[src/rtl/dfq_pkg.sv]
// Shared types and constants for the dual-issue fetch queue and its neighbours (decode, HCU).
package dfq_pkg;

  localparam int DFQ_IW = 16;
  localparam int DFQ_AW = 8;

  // One queue entry at the default widths; the ring itself stores the packed {pc, inst} form.
  typedef struct packed {
    logic [DFQ_AW-1:0] pc;
    logic [DFQ_IW-1:0] inst;
  } dfq_entry_t;

  typedef enum logic [2:0] {
    ITYPE_LDR = 3'b011,
    ITYPE_STR = 3'b100
  } inst_type_e;

endpackage

[src/rtl/dfq_ring.sv]
// DEPTH-entry circular buffer accepting 0/1/2 pushes and 0/1/2 pops per cycle.
// Exposes the entry count and the two oldest entries combinationally.
module dfq_ring
  import dfq_pkg::*;
#(
  parameter int EW    = DFQ_AW + DFQ_IW,
  parameter int DEPTH = 8,
  localparam int PW   = $clog2(DEPTH),
  localparam int CW   = PW + 1
) (
  input  logic          clk,
  input  logic          rst_n,
  input  logic          clear,
  input  logic [1:0]    push_n,
  input  logic [EW-1:0] push0,
  input  logic [EW-1:0] push1,
  input  logic [1:0]    pop_n,
  output logic [CW-1:0] count,
  output logic [EW-1:0] head0,
  output logic [EW-1:0] head1
);

  logic [EW-1:0] mem [DEPTH];
  logic [PW-1:0] head;
  logic [PW-1:0] tail;

  // NOTE: the storage array has no reset; whether an entry is meaningful is carried by count alone.
  always_ff @(posedge clk) begin
    if (push_n != 2'd0) mem[tail] <= push0;
    if (push_n == 2'd2) mem[tail + PW'(1)] <= push1;
  end

  always_ff @(posedge clk or negedge rst_n) begin
    if (!rst_n) begin
      head  <= '0;
      tail  <= '0;
      count <= '0;
    end else if (clear) begin
      head  <= '0;
      tail  <= '0;
      count <= '0;
    end else begin
      head  <= head + PW'(pop_n);
      tail  <= tail + PW'(push_n);
      count <= count + CW'(push_n) - CW'(pop_n);
    end
  end

  assign head0 = mem[head];
  assign head1 = mem[head + PW'(1)];

  // The issue rule in the fetch unit reserves space for every outstanding pair, so these never fire.
  a_no_overflow : assert property (@(posedge clk) disable iff (!rst_n)
    clear || (int'(count) + int'(push_n) - int'(pop_n) <= DEPTH));
  a_no_underflow : assert property (@(posedge clk) disable iff (!rst_n)
    clear || (int'(pop_n) <= int'(count)));

endmodule

[src/rtl/dual_fetch_queue.sv]
// Fetch stage feeding S0: fetches aligned instruction pairs, buffers them, presents the P0/P1 slots.
// Optional macro DFQ_STARVE_CNT_EN adds a saturating starve_cnt output.
module dual_fetch_queue
  import dfq_pkg::*;
#(
  parameter int             IW        = DFQ_IW,
  parameter int             AW        = DFQ_AW,
  parameter int             DEPTH     = 8,
  parameter int             MAX_OUTST = 2,
  parameter logic [AW-1:0]  RESET_PC  = '0
) (
  input  logic            clk,
  input  logic            rst_n,
  output logic            imem_req,
  output logic [AW-1:0]   imem_addr,
  input  logic            imem_ready,
  input  logic            imem_rvalid,
  input  logic [2*IW-1:0] imem_rdata,
  input  logic            fetch_next,
  input  logic            flush,
  input  logic [AW-1:0]   flush_pc,
  output logic            dec0_valid,
  output logic [IW-1:0]   dec0_inst,
  output logic [AW-1:0]   dec0_pc,
  output logic            dec1_valid,
  output logic [IW-1:0]   dec1_inst,
  output logic [AW-1:0]   dec1_pc
`ifdef DFQ_STARVE_CNT_EN
  ,
  output logic [15:0]     starve_cnt
`endif
);

  localparam int OW = $clog2(MAX_OUTST + 1);
  localparam int CW = $clog2(DEPTH) + 1;
  localparam int EW = AW + IW;

  logic [AW-1:0] fetch_pc;
  logic [AW-1:0] resp_pc;      // pair address of the next response that will be kept
  logic [OW-1:0] outstanding;
  logic [OW-1:0] discard;
  logic          skip_low;

  logic [CW-1:0] count;
  logic [EW-1:0] head0;
  logic [EW-1:0] head1;
  logic [EW-1:0] push0;
  logic [EW-1:0] push1;
  logic [1:0]    push_n;
  logic [1:0]    pop_n;

  logic          req_ok;
  logic          req_fire;
  logic          keep_resp;
  logic [AW-1:0] aligned_pc;

  assign aligned_pc = {fetch_pc[AW-1:1], 1'b0};
  assign imem_addr  = aligned_pc;

  // Only ask for a new pair when the queue can absorb it plus every pair already in flight.
  assign req_ok   = !flush
                 && (int'(outstanding) < MAX_OUTST)
                 && ((DEPTH - int'(count)) >= 2 * (int'(outstanding) + 1));
  assign imem_req = req_ok && rst_n;
  assign req_fire = req_ok && imem_ready;

  assign keep_resp = imem_rvalid && !flush && (discard == '0);

  // NOTE: every signal driven here gets a default first so no latch is inferred on any path.
  always_comb begin
    push_n = 2'd0;
    push0  = '0;
    push1  = '0;
    pop_n  = 2'd0;
    if (keep_resp) begin
      if (skip_low) begin
        push_n = 2'd1;
        push0  = {resp_pc + AW'(1), imem_rdata[2*IW-1:IW]};
      end else begin
        push_n = 2'd2;
        push0  = {resp_pc, imem_rdata[IW-1:0]};
        push1  = {resp_pc + AW'(1), imem_rdata[2*IW-1:IW]};
      end
    end
    if (fetch_next && !flush) begin
      pop_n = (count >= CW'(2)) ? 2'd2 : count[1:0];
    end
  end

  // NOTE: all state registers use non-blocking assignments so every update sees pre-edge values.
  always_ff @(posedge clk or negedge rst_n) begin
    if (!rst_n) begin
      fetch_pc    <= RESET_PC;
      resp_pc     <= {RESET_PC[AW-1:1], 1'b0};
      outstanding <= '0;
      discard     <= '0;
      skip_low    <= 1'b0;
    end else begin
      case ({req_fire, imem_rvalid})
        2'b10:   outstanding <= outstanding + OW'(1);
        2'b01:   outstanding <= outstanding - OW'(1);
        default: outstanding <= outstanding;
      endcase

      if (flush) begin
        // Everything still in flight after this edge belongs to the old path.
        fetch_pc <= flush_pc;
        resp_pc  <= {flush_pc[AW-1:1], 1'b0};
        skip_low <= flush_pc[0];
        discard  <= outstanding - OW'(imem_rvalid) + OW'(req_fire);
      end else begin
        if (req_fire) fetch_pc <= aligned_pc + AW'(2);
        if (imem_rvalid && (discard != '0)) discard <= discard - OW'(1);
        if (keep_resp) begin
          resp_pc  <= resp_pc + AW'(2);
          skip_low <= 1'b0;
        end
      end
    end
  end

  dfq_ring #(
    .EW    (EW),
    .DEPTH (DEPTH)
  ) u_ring (
    .clk    (clk),
    .rst_n  (rst_n),
    .clear  (flush),
    .push_n (push_n),
    .push0  (push0),
    .push1  (push1),
    .pop_n  (pop_n),
    .count  (count),
    .head0  (head0),
    .head1  (head1)
  );

  // Slots read as zero when empty so stale storage never leaks to decode.
  assign dec0_valid = (count > CW'(0));
  assign dec1_valid = (count > CW'(1));
  assign dec0_inst  = dec0_valid ? head0[IW-1:0]  : '0;
  assign dec0_pc    = dec0_valid ? head0[EW-1:IW] : '0;
  assign dec1_inst  = dec1_valid ? head1[IW-1:0]  : '0;
  assign dec1_pc    = dec1_valid ? head1[EW-1:IW] : '0;

`ifdef DFQ_STARVE_CNT_EN
  always_ff @(posedge clk or negedge rst_n) begin
    if (!rst_n) begin
      starve_cnt <= '0;
    end else if (flush) begin
      starve_cnt <= '0;
    end else if (fetch_next && (count < CW'(2)) && (starve_cnt != 16'hFFFF)) begin
      starve_cnt <= starve_cnt + 16'd1;
    end
  end
`endif

endmodule

[config.mk]
export PLATFORM = sky130hd
export DESIGN_NAME = dual_fetch_queue
export DESIGN_NICKNAME = d
export VERILOG_FILES = /design/src/rtl/dfq_pkg.sv /design/src/rtl/dfq_ring.sv /design/src/rtl/dual_fetch_queue.sv
export SDC_FILE = /design/constraint.sdc
export NUM_CORES = 1
export LEC_CHECK = 0
export ABC_AREA = 1
export CELL_PAD_IN_SITES_DETAIL_PLACEMENT = 0
export CELL_PAD_IN_SITES_GLOBAL_PLACEMENT = 1
export CORE_UTILIZATION = 47
export DETAILED_ROUTE_END_ITERATION = 7
export GPL_TIMING_DRIVEN = 0
export PLACE_DENSITY_LB_ADDON = 0.1
export SETUP_SLACK_MARGIN = 0.3
export SYNTH_ARGS = -nofsm -noshare
export SYNTH_HDL_FRONTEND = slang
export SYNTH_HIERARCHICAL = 1
export SYNTH_SLANG_ARGS = --single-unit
[constraint.sdc]
create_clock -name clk -period 8.4 [get_ports clk]
set_clock_uncertainty 0.1 [all_clocks]
set_input_delay 0.84 -clock clk [delete_from_list [all_inputs] [get_ports clk]]
set_output_delay 0.84 -clock clk [all_outputs]
set_load 0.005 [all_outputs]
==> impl_metrics.py <==
metrics = {
    "outcome": {
        "outcome": "complete, no violations",
    },
    "synthesis": {
        "synth_fp_nets": 2500,
        "ys_ff_latch": 221,
        "synthMuxAreaShare_pct": 0,
        "synthXorXnorAreaFrac_pct": 0.825,
        "synthAdderAreaFrac_pct": 2.23,
        "synth_compound_area_share_pct": 2.15,
        "yosysSeqAreaShare_pct": 40.7,
        "synth_area_um2": 15900,
        "synthSimpleGateAreaFrac_pct": 41.4,
        "synth_top_family_by_area": "simple AND/OR/NAND/NOR gates",
        "synthCells": 2428,
        "synth-edff-count": 192,
        "asyncSetResetFlopFracSynth_pct": 13.1,
        "synth.distinct_cells": 36,
        "ys_warn_count": 6,
        "synth_ff_type": "edfxtp_1",
        "synth.avg_cell_area_um2": 6.56,
    },
    "worst_setup_path": {
        "startpoint_type": "flip-flop",
        "reg2reg_depth": 11,
        "r2r_end": "u_ring/mem[3][7]$_DFFE_PP_",
        "crit_start": "u_ring/head[0]$_DFF_PN0_",
        "worst_setup_path_end_kind": "primary output",
        "r2r-start": "discard[0]$_DFFE_PN0P_",
        "rrSetupSlack_ns": 4.83,
        "crit_type": "reg2out",
        "required_ns": 7.46,
        "critPathMaxFanout": 10,
        "worstPathArrival_ns": 3.89,
    },
    "layout": {
        "antenna_cells": 0,
        "layout.nets": 2638,
        "area_growth_pct": 17.0,
        "drive_above_1_share_pct": 6.15,
    },
    "clock_network": {
        "hold_buffers": 0,
        "cts_buffers": 25,
        "clk_pin_slew_ns": 0.06,
        "ctsLongestPathBuffers": 3,
        "h-tree-depth": 1,
        "cts_tree": "done",
        "postCtsSetupRepairBufs": 0,
        "cts-root-buf": "clkbuf_16",
        "clk_latency_ns": 0.55,
        "cts.sinks": 221,
        "postCtsResizedCells": 0,
    },
    "floorplanning": {
        "die_area_um2": 34600,
        "boundaryPins": 105,
        "num_rows": 67,
        "die_h_um": 186,
        "core_area_um2": 33400,
        "die_w_um": 186,
        "start_util_pct": 47.6,
    },
    "timing": {
        "hold_viol": 0,
        "slew_headroom_pct": 42.2,
        "fmax_mhz": 207,
        "fin_tns_setup_ns": 0,
        "tightestPinTransition_ns": 0.858,
        "final.min_clock_period_ns": 4.83,
        "setup_slack_ns": 3.57,
        "maxSlewViolCount": 0,
        "post-route-period-util_pct": 57.5,
        "rsz0062_at_grt": "no",
        "finalSetupViolations": 0,
    },
    "global_route": {
        "overflow": 0,
        "antenna_found_initial": 0,
        "grt_pass1_wl_um": 87700,
        "grt_max_degree": 31,
        "grt_pass1_vias": 15294,
        "grt_usage_pct": 34.4,
    },
    "placement": {
        "gp_congestion": 0.947,
        "io_buffers": 103,
        "dpl.hpwl_um": 44000,
        "pre_cts_ws_ns": 3.97,
    },
    "routing": {
        "vias_per_cell": 5.35,
        "drt_iter0_markers": 1831,
        "wire_per_inst_um": 19.2,
        "firstDrtPassIters": 6,
        "routed_wl_um": 58300,
        "drc_errors": 0,
        "ant_nets": 0,
        "route.vias.total": 16219,
    },
    "pwr": {
        "power_density_nw_per_um2": 202,
        "p_leak_nw": 9.43,
        "ir_drop_mv": 0.148,
    },
    "worst_hold_path": {
        "holdCritPathClass": "in2async",
    },
    "job": {
        "maxCapViolations": 0,
    },
}
==> sequential cells by signal (all words and copies together), names as in the netlist <==
register / cells
u_ring/head: 3
u_ring/mem: 192
u_ring/count: 4
resp_pc: 7
outstanding: 2
discard: 2
skip_low: 1
u_ring/tail: 3
fetch_pc: 7
==> worst max-delay path, stage by stage, from the launching register on <==
cell	delay, ns
dfrtp_1	0.51
ha_1	0.40
inv_1	0.10
clkbuf_1	0.61
buf_1	0.67
nand3_1	0.20
nand2_1	0.10
nand2_1	0.05
nand2_1	0.08
inv_1	0.04
nor2_1	0.09
clkdlybuf4s50_1	0.50
==> report_power, final <==
part           internal (mW)  switching [mW]  total (mW)
sequential              1.26          0.0503        1.31
clock                  0.654           0.461        1.12
combinational          0.511           0.836        1.35
==> cell usage in the layout, fill, tap and decap left out, types with 2 or more instances in the layout <==
| cell | synthesis | routed |
|---|---|---|
| nand2_1 | 1083 | 1083 |
| nand3_1 | 408 | 408 |
| inv_1 | 307 | 307 |
| edfxtp_1 | 192 | 192 |
| clkdlybuf4s50_1 | 0 | 102 |
| nor2_1 | 97 | 97 |
| clkbuf_1 | 85 | 86 |
| buf_2 | 56 | 57 |
| dfrtp_1 | 29 | 29 |
| clkbuf_16 | 0 | 27 |
| clkbuf_2 | 23 | 23 |
| ha_1 | 22 | 22 |
| buf_1 | 22 | 22 |
| a22oi_1 | 16 | 16 |
| o21ai_0 | 21 | 13 |
| a21oi_1 | 11 | 11 |
| xor2_1 | 8 | 8 |
| xnor2_1 | 7 | 7 |
| buf_16 | 0 | 7 |
| inv_2 | 6 | 6 |
| clkinv_2 | 0 | 6 |
| buf_4 | 5 | 5 |
| nor3_1 | 5 | 5 |
| clkbuf_8 | 0 | 4 |
| o21ai_2 | 0 | 4 |
| o21ai_4 | 0 | 4 |
| fa_1 | 4 | 4 |
| a31oi_1 | 3 | 3 |
| nor2_4 | 2 | 2 |
| o221ai_1 | 2 | 2 |
| inv_6 | 0 | 2 |
| clkinv_1 | 1 | 2 |
| nor2_2 | 2 | 2 |
==> synthesized netlist by cell type (2+ instances only) <==
library cell	instances	share of area [%]
a21oi_1	11	0.35
a22oi_1	16	0.75
a31oi_1	3	0.12
buf_1	22	0.52
buf_2	56	1.8
buf_4	5	0.24
clkbuf_1	85	2.0
clkbuf_2	23	0.72
dfrtp_1	29	4.6
edfxtp_1	192	36
fa_1	4	0.50
ha_1	22	1.7
inv_1	307	7.2
inv_2	6	0.14
nand2_1	1083	26
nand3_1	408	13
nor2_1	97	2.3
nor2_2	2	0.079
nor2_4	2	0.14
nor3_1	5	0.16
o21ai_0	21	0.66
o221ai_1	2	0.11
xnor2_1	7	0.38
xor2_1	8	0.44
==> cell families after synthesis <==
logic type,after synthesis
and+or+nand+nor,1603
buffers and inverters,505
DFF,221
AOI/OAI and AO/OA,57
adders and majority gates,26
xor gates and xnor gates,15
other,1
==> through the flow <==
| step | util [%] | instances | area, µm² | hold WS, ns | total power [mW] |
|---|---|---|---|---|---|
| finish | 55.7 | 3033 | 18600 | 0.248 | 3.77 |
| global route | 55.7 | 3033 | 18600 | 0.305 | 3.98 |
| CTS | 55.7 | 3033 | 18600 | 0.266 | 3.76 |
| detailed placement | 53.2 | 2987 | 17800 | 0.453 | 2.66 |
| global placement | 52.4 | 2979 | 17500 | 0.434 | 2.63 |
| floorplan | - | 2428 | 15900 | 0.419 | 2.08 |
==> worst max path at each step <==
stage	end	slack [ns]
floorplan	u_ring/mem[3][0]$_DFFE_PP_	4.49
global placement	u_ring/mem[7][8]$_DFFE_PP_	1.89
detailed placement	u_ring/mem[1][9]$_DFFE_PP_	3.97
CTS	dec1_pc[2]	3.74
global route	dec1_pc[6]	3.51
finish	dec1_pc[2]	3.57
==> routing by layer <==
layer / share of wire [%] / track usage (%) / vias to the layer above
li1: - / - / 7819
met1: 41 / 48.1 / 7314
met2: 44 / 53.7 / 960
met3: 12 / 5.56 / 126
met4: 2.9 / 12.8 / 0
met5: 0 / 0 / -
==> layout make-up <==
cell class | count | area (µm²)
Fill cell | 3250 | 14800
Multi-Input combinational cell | 1702 | 7490
Sequential cell | 221 | 6490
Timing Repair Buffer | 111 | 1240
Inverter | 314 | 1180
Buffer | 191 | 835
Clock buffer | 33 | 742
Tap cell | 448 | 561
Clock inverter | 13 | 104
Note: power is estimated with default switching activity, not from simulation.
